### src/rtl/rt_cnt_pkg.sv
// Shared constants for the modulo counter: terminal-mode codes and control FSM states.
package rt_cnt_pkg;

  localparam logic [1:0] RT_MODE_WRAP = 2'b00;
  localparam logic [1:0] RT_MODE_SAT  = 2'b01;
  localparam logic [1:0] RT_MODE_ONE  = 2'b10;

  typedef enum logic [1:0] {
    RT_ST_IDLE = 2'b00,
    RT_ST_RUN  = 2'b01,
    RT_ST_HALT = 2'b10
  } rt_state_e;

endpackage

### src/rtl/rt_psc_div.sv
// Clock-enable prescaler: one tick per (psc+1) enabled cycles, psc sampled live.
module rt_psc_div #(
  parameter int unsigned P = 4
) (
  input  logic         clk,
  input  logic         rst_n,
  input  logic         clr,
  input  logic         en,
  input  logic [P-1:0] psc,
  output logic         tick
);

  logic [P-1:0] psc_cnt;

  assign tick = en && (psc_cnt == psc);

  // Lowering psc below psc_cnt lets the counter run on through 2^P before matching.
  always_ff @(posedge clk or negedge rst_n) begin
    if (!rst_n) begin
      psc_cnt <= '0;
    end else if (clr) begin
      psc_cnt <= '0;
    end else if (en) begin
      psc_cnt <= tick ? '0 : psc_cnt + P'(1);
    end
  end

endmodule

### src/rtl/rt_mod_cnt.sv
// Up/down modulo counter with prescaler, wrap/saturate/one-shot terminal modes
// and a registered terminal-count pulse.
module rt_mod_cnt
  import rt_cnt_pkg::*;
#(
  parameter int unsigned PARAM_BIT_NUM = 8,
  parameter int unsigned PARAM_PSC_NUM = 4
) (
  input  logic                     rt_i_clk,
  input  logic                     rt_i_rst_n,
  input  logic                     rt_i_clr,
  input  logic                     rt_i_ld,
  input  logic [PARAM_BIT_NUM-1:0] rt_i_ld_val,
  input  logic                     rt_i_start,
  input  logic                     rt_i_stop,
  input  logic                     rt_i_ce,
  input  logic                     rt_i_inc_n,
  input  logic [1:0]               rt_i_mode,
  input  logic [PARAM_BIT_NUM-1:0] rt_i_lim,
  input  logic [PARAM_PSC_NUM-1:0] rt_i_psc,
  output logic [PARAM_BIT_NUM-1:0] rt_o_cnt,
  output logic                     rt_o_tc,
  output logic                     rt_o_busy,
  output logic                     rt_o_eqnz
);

  localparam int unsigned W = PARAM_BIT_NUM;
  localparam int unsigned P = PARAM_PSC_NUM;

  rt_state_e    state_q, state_d;
  logic [W-1:0] cnt_q, cnt_d;
  logic [W-1:0] wrap_val;
  logic         tc_q, tc_d;
  logic         busy_q;
  logic         psc_clr, psc_en, tick, term;

  assign psc_en   = (state_q == RT_ST_RUN) && rt_i_ce;
  assign term     = rt_i_inc_n ? (cnt_q == '0) : (cnt_q >= rt_i_lim);
  assign wrap_val = rt_i_inc_n ? rt_i_lim : '0;

  rt_psc_div #(.P(P)) u_psc_div (
    .clk   (rt_i_clk),
    .rst_n (rt_i_rst_n),
    .clr   (psc_clr),
    .en    (psc_en),
    .psc   (rt_i_psc),
    .tick  (tick)
  );

  // Control priority: clr > ld > stop > start > tick.
  always_comb begin
    state_d = state_q;
    cnt_d   = cnt_q;
    tc_d    = 1'b0;
    psc_clr = 1'b0;
    if (rt_i_clr) begin
      cnt_d   = '0;
      state_d = RT_ST_IDLE;
      psc_clr = 1'b1;
    end else if (rt_i_ld) begin
      cnt_d   = rt_i_ld_val;
      psc_clr = 1'b1;
      if (state_q == RT_ST_HALT) state_d = RT_ST_RUN;
    end else if (rt_i_stop) begin
      state_d = RT_ST_IDLE;
      psc_clr = 1'b1;
    end else if (rt_i_start && (state_q == RT_ST_IDLE)) begin
      state_d = RT_ST_RUN;
      psc_clr = 1'b1;
    end else if (tick) begin
      if (!term) begin
        cnt_d = rt_i_inc_n ? cnt_q - W'(1) : cnt_q + W'(1);
      end else begin
        tc_d = 1'b1;
        case (rt_i_mode)
          RT_MODE_WRAP: cnt_d = wrap_val;
          RT_MODE_SAT:  state_d = RT_ST_HALT;
          RT_MODE_ONE: begin
            cnt_d   = wrap_val;
            state_d = RT_ST_IDLE;
          end
          default:      cnt_d = wrap_val;
        endcase
      end
    end
  end

  always_ff @(posedge rt_i_clk or negedge rt_i_rst_n) begin
    if (!rt_i_rst_n) begin
      state_q <= RT_ST_IDLE;
      cnt_q   <= '0;
      tc_q    <= 1'b0;
      busy_q  <= 1'b0;
    end else begin
      state_q <= state_d;
      cnt_q   <= cnt_d;
      tc_q    <= tc_d;
      busy_q  <= (state_d == RT_ST_RUN);
    end
  end

  assign rt_o_cnt  = cnt_q;
  assign rt_o_tc   = tc_q;
  assign rt_o_busy = busy_q;
  assign rt_o_eqnz = |cnt_q;

endmodule
### config.mk
export PLATFORM = sky130hd
export DESIGN_NAME = rt_mod_cnt
export DESIGN_NICKNAME = d
export VERILOG_FILES = /design/src/rtl/rt_cnt_pkg.sv /design/src/rtl/rt_psc_div.sv /design/src/rtl/rt_mod_cnt.sv
export SDC_FILE = /design/constraint.sdc
export NUM_CORES = 1
export LEC_CHECK = 0
export CORE_MARGIN = 10
export CORE_UTILIZATION = 44
export DETAILED_ROUTE_END_ITERATION = 8
export HOLD_SLACK_MARGIN = 0.08
export MAX_ROUTING_LAYER = met4
export PLACE_DENSITY = 0.88
export SYNTH_ARGS = -nofsm -noshare
export SYNTH_HDL_FRONTEND = slang
export SYNTH_SLANG_ARGS = --single-unit
### constraint.sdc
create_clock -name rt_i_clk -period 2.22 [get_ports rt_i_clk]
set_input_delay 0.222 -clock rt_i_clk [delete_from_list [all_inputs] [get_ports rt_i_clk]]
set_output_delay 0.222 -clock rt_i_clk [all_outputs]
set_load 0.05 [all_outputs]
==> summary.txt <==
Cells and area
  • Finished Layout Cells: between 200 and 300
  • Antenna cells: 0
  • Synthesis-to-finish area growth: 49.20%
  • Share of cells above drive strength 1: 27.24%
  • Fillcell total: roughly 240
  • Final nets: around 300

CTS
  • Root buffer cell: clkbuf_4
  • CTS Buf Count: 3
  • TritonCTS clock tree: yes
  • Clk buf depth: 2
  • Clock Pin Slew Worst Setup and Hold Paths: ~110 ps
  • Htree depth: 1
  • Sink Count: 16
  • Hold Buf Count CTS: 0
  • Worst skew pair latency: around 310 ps

Floorplan
  • Die Y: between 70 and 80 um
  • FP Rows: 21
  • Die ar.: around 6400 um^2
  • Die Width: 79.76 um
  • Core ar.: approximately 3400 um^2
  • Initial Utilization: a little under half
  • Number of top-level pins: 41

STA
  • Hold Vio Cnt, Final: 0
  • Clock Skews: roughly 7.1 ps
  • Tcrit/Tclk final: around 97%
  • Slew Viols, Final: 0
  • Max Clk Rate: between 400 and 500 MHz
  • Slew headroom: 49.43%
  • RSZ-0062 raised after global routing: yes
  • Worst-Margin Slew: 756.2 ps
  • Final min period: around 2200 ps
  • Final setup fails: 0

Worst setup path
  • Crit path launch type: register
  • Max incr delay on CP: around 570 ps
  • Reg2reg end: rt_o_cnt[4]$_DFFE_PN0P_
  • Nature of the critical path endpoint: register
  • CP cell instances: or4_4 > nor2_4 > nor2b_2 > o31a_1 > buf_4 > mux2_4
  • Crit path max-delay cell type: or4_4
  • RR Startpoint: rt_o_cnt[7]$_DFFE_PN0P_
  • Crit path from: rt_o_cnt[7]$_DFFE_PN0P_
  • Worst-path maximum fanout: 6
  • Cells on worst reg2reg path: 6
  • Crit path required time: 2430 ps
  • CP arrival: roughly 2400 ps
  • R2r setup slk: approximately 56 ps
  • WS Path Type: register to register

Power and ir drop
  • Peak supply drop: 0.3015 mV
  • PwrDens: approximately 550 nW/um^2
  • Pleak: 0.001051 uW
  • Pwr Total: 1287 uW

Synthesis
  • Post-synth top area share: about 25%
  • Yosys warns: 0
  • Synth Flop Type: dfrtp_1
  • Number of synthesized register bits: 16
  • Synth Instances: around 180
  • Synth area leader: dfrtp_1
  • Synth cell types: 49
  • Mapped Area: ~1600 um^2
  • Post-synth EDFFs: 0
  • Sequential area share after synthesis: between 20 and 30%
  • Asr flop ratio synth: 100.0%
  • Most common cell in the synthesized netlist: inv_1
  • Avg Synthesized Cell Area: approximately 8.7 um^2
  • Synth top cells by count: inv_1, a21oi_1, dfrtp_1, ha_1, nand2_1
  • Post-Syn Nets: roughly 230
  • Synth area leaders: dfrtp_1, ha_1, a21oi_1

Run status
  • Status: finished clean

Global routing
  • Antenna violations before repair: 0
  • Largest net degree at the start of global routing: 20
  • Grt ovf: 0
  • Vias in the first global route: approximately 1600
  • Global-route wire length before repair: 7734 um
  • GRT Total Usage: between 15 and 20%

Routing
  • Wirelength, routed: approximately 5000 um
  • Router iterations before antenna repair: 4
  • Via Count: about 1700
  • Average wire per cell in the routed design: around 18 um
  • DRT iter0 DRCs: roughly 160
  • Remaining DRCs: 0
  • Detail Route Antenna Nets: 0
  • Routed vias/inst: between 5 and 6

Run
  • Number of max-cap violations: 0

Min path
  • Min-delay worst type: primary input to async pin

Place
  • I/O Buffers: 40
  • Placed insts: between 200 and 300
  • RD Place Congestion: ~0.88
  • Final HPWL DP: approximately 3600 um
[routing by layer]
metal | vias to the layer above | share of wire (%) | track usage, %
met3 | 13 | 5.4 | 2.252
met5 | - | 0 | -
met1 | 785 | 39 | 16.79
li1 | 799 | - | -
met4 | 0 | 2.9 | 7.570
met2 | 65 | 52 | 26.46
[registers in the layout, summed over array words and instances (netlist names)]
register / count
rt_o_busy: 1
rt_o_cnt: 8
rt_o_tc: 1
state_q: 2
u_psc_div.psc_cnt: 4
[worst max-delay path: cells and delay by family (launching register included)]
| family | cells | cell delay (ps) |
|---|---|---|
| buffers and inverters | 1 | 170 |
| AND/OR/NAND/NOR | 3 | 830 |
| AO/OA/AOI/OAI | 1 | 330 |
| flip-flops | 1 | 450 |
| multiplexers | 1 | 290 |
[worst max path at each step]
stage	to	slack, ps	depth (start not counted)
global placement	rt_o_cnt[1]$_DFFE_PN0P_	-320	9
floorplan	rt_o_cnt[3]$_DFFE_PN0P_	-40	7
CTS	rt_o_cnt[6]$_DFFE_PN0P_	20	8
global route	rt_o_cnt[6]$_DFFE_PN0P_	-20	8
finish	rt_o_cnt[4]$_DFFE_PN0P_	60	6
detailed placement	rt_o_cnt[6]$_DFFE_PN0P_	-310	8
[cells in the final DEF, fill, tap and decap left out, drive strengths merged, types with 2 or more instances in the layout]
master,synthesis,final
o41ai,3,3
o31a,2,2
a211oi,5,5
o21ai,10,10
buf,2,29
a221oi,6,6
nand3,3,3
nand3b,2,2
nor3,5,5
nor3b,2,2
or4,2,2
a21oi,17,17
clkdlybuf4s50,0,38
mux2,5,5
a21o,3,3
xor2,4,4
o22ai,3,3
clkbuf,4,4
ha,16,16
nor2,7,7
nor2b,2,2
and3,2,2
nand2,15,15
inv,20,20
nand4,2,2
xnor2,6,6
and2,2,2
dfrtp,16,16
[stage by stage]
step           worst slack [ps]  setup TNS (ps)  area (um^2)  hold slack (ps)  util [%]
6_report                  56.30               0         2345            346.4     69.18
5_1_grt                  -17.27          -34.27         2345            404.2     69.18
4_1_cts                   18.70               0         2212            369.7     65.26
3_3_place_gp             -316.3           -2297         2156            546.0     63.60
3_5_place_dp             -306.1           -2370         2156            555.2     63.60
2_1_floorplan            -40.87          -195.3         1587           -73.59         -
[area by class of cell]
cell class,instances,area [um^2],area share [%]
multi-input cells,138,1150,49.04
repair buffers,68,618.1,26.36
inverters,20,75.07,3.202
clock buffers,4,36.28,1.547
well taps,46,57.56,2.455
flip-flops and latches,16,407.9,17.40
[cells by family (layout without fill, tap and decap cells)]
kind of cell	count (synthesis)	after routing	synth area share [%]
AO/OA/AOI/OAI	58	58	24.92
XOR/XNOR	10	10	5.573
adder cells (fa/ha/maj)	17	17	14.01
buffers and inverters	27	92	8.997
flip-flops	16	16	25.48
multiplexers	5	5	4.060
AND/OR/NAND/NOR	48	48	16.96
[power breakdown]
group | switching (uW) | leakage [uW] | internal (uW)
combinational | 375 | 0.000824 | 344
clock | 111 | 0.0000210 | 100
sequential | 39.5 | 0.000206 | 317
[repair_timing]
| item | in CTS | in global routing |
|---|---|---|
| setup endpoints to repair | 6 | 11 |
| resized for setup | 2 | 21 |
| setup buffers | 1 | 3 |
| pin swaps | 1 | 8 |
No activity file was read; power rests on OpenSTA's default activity.
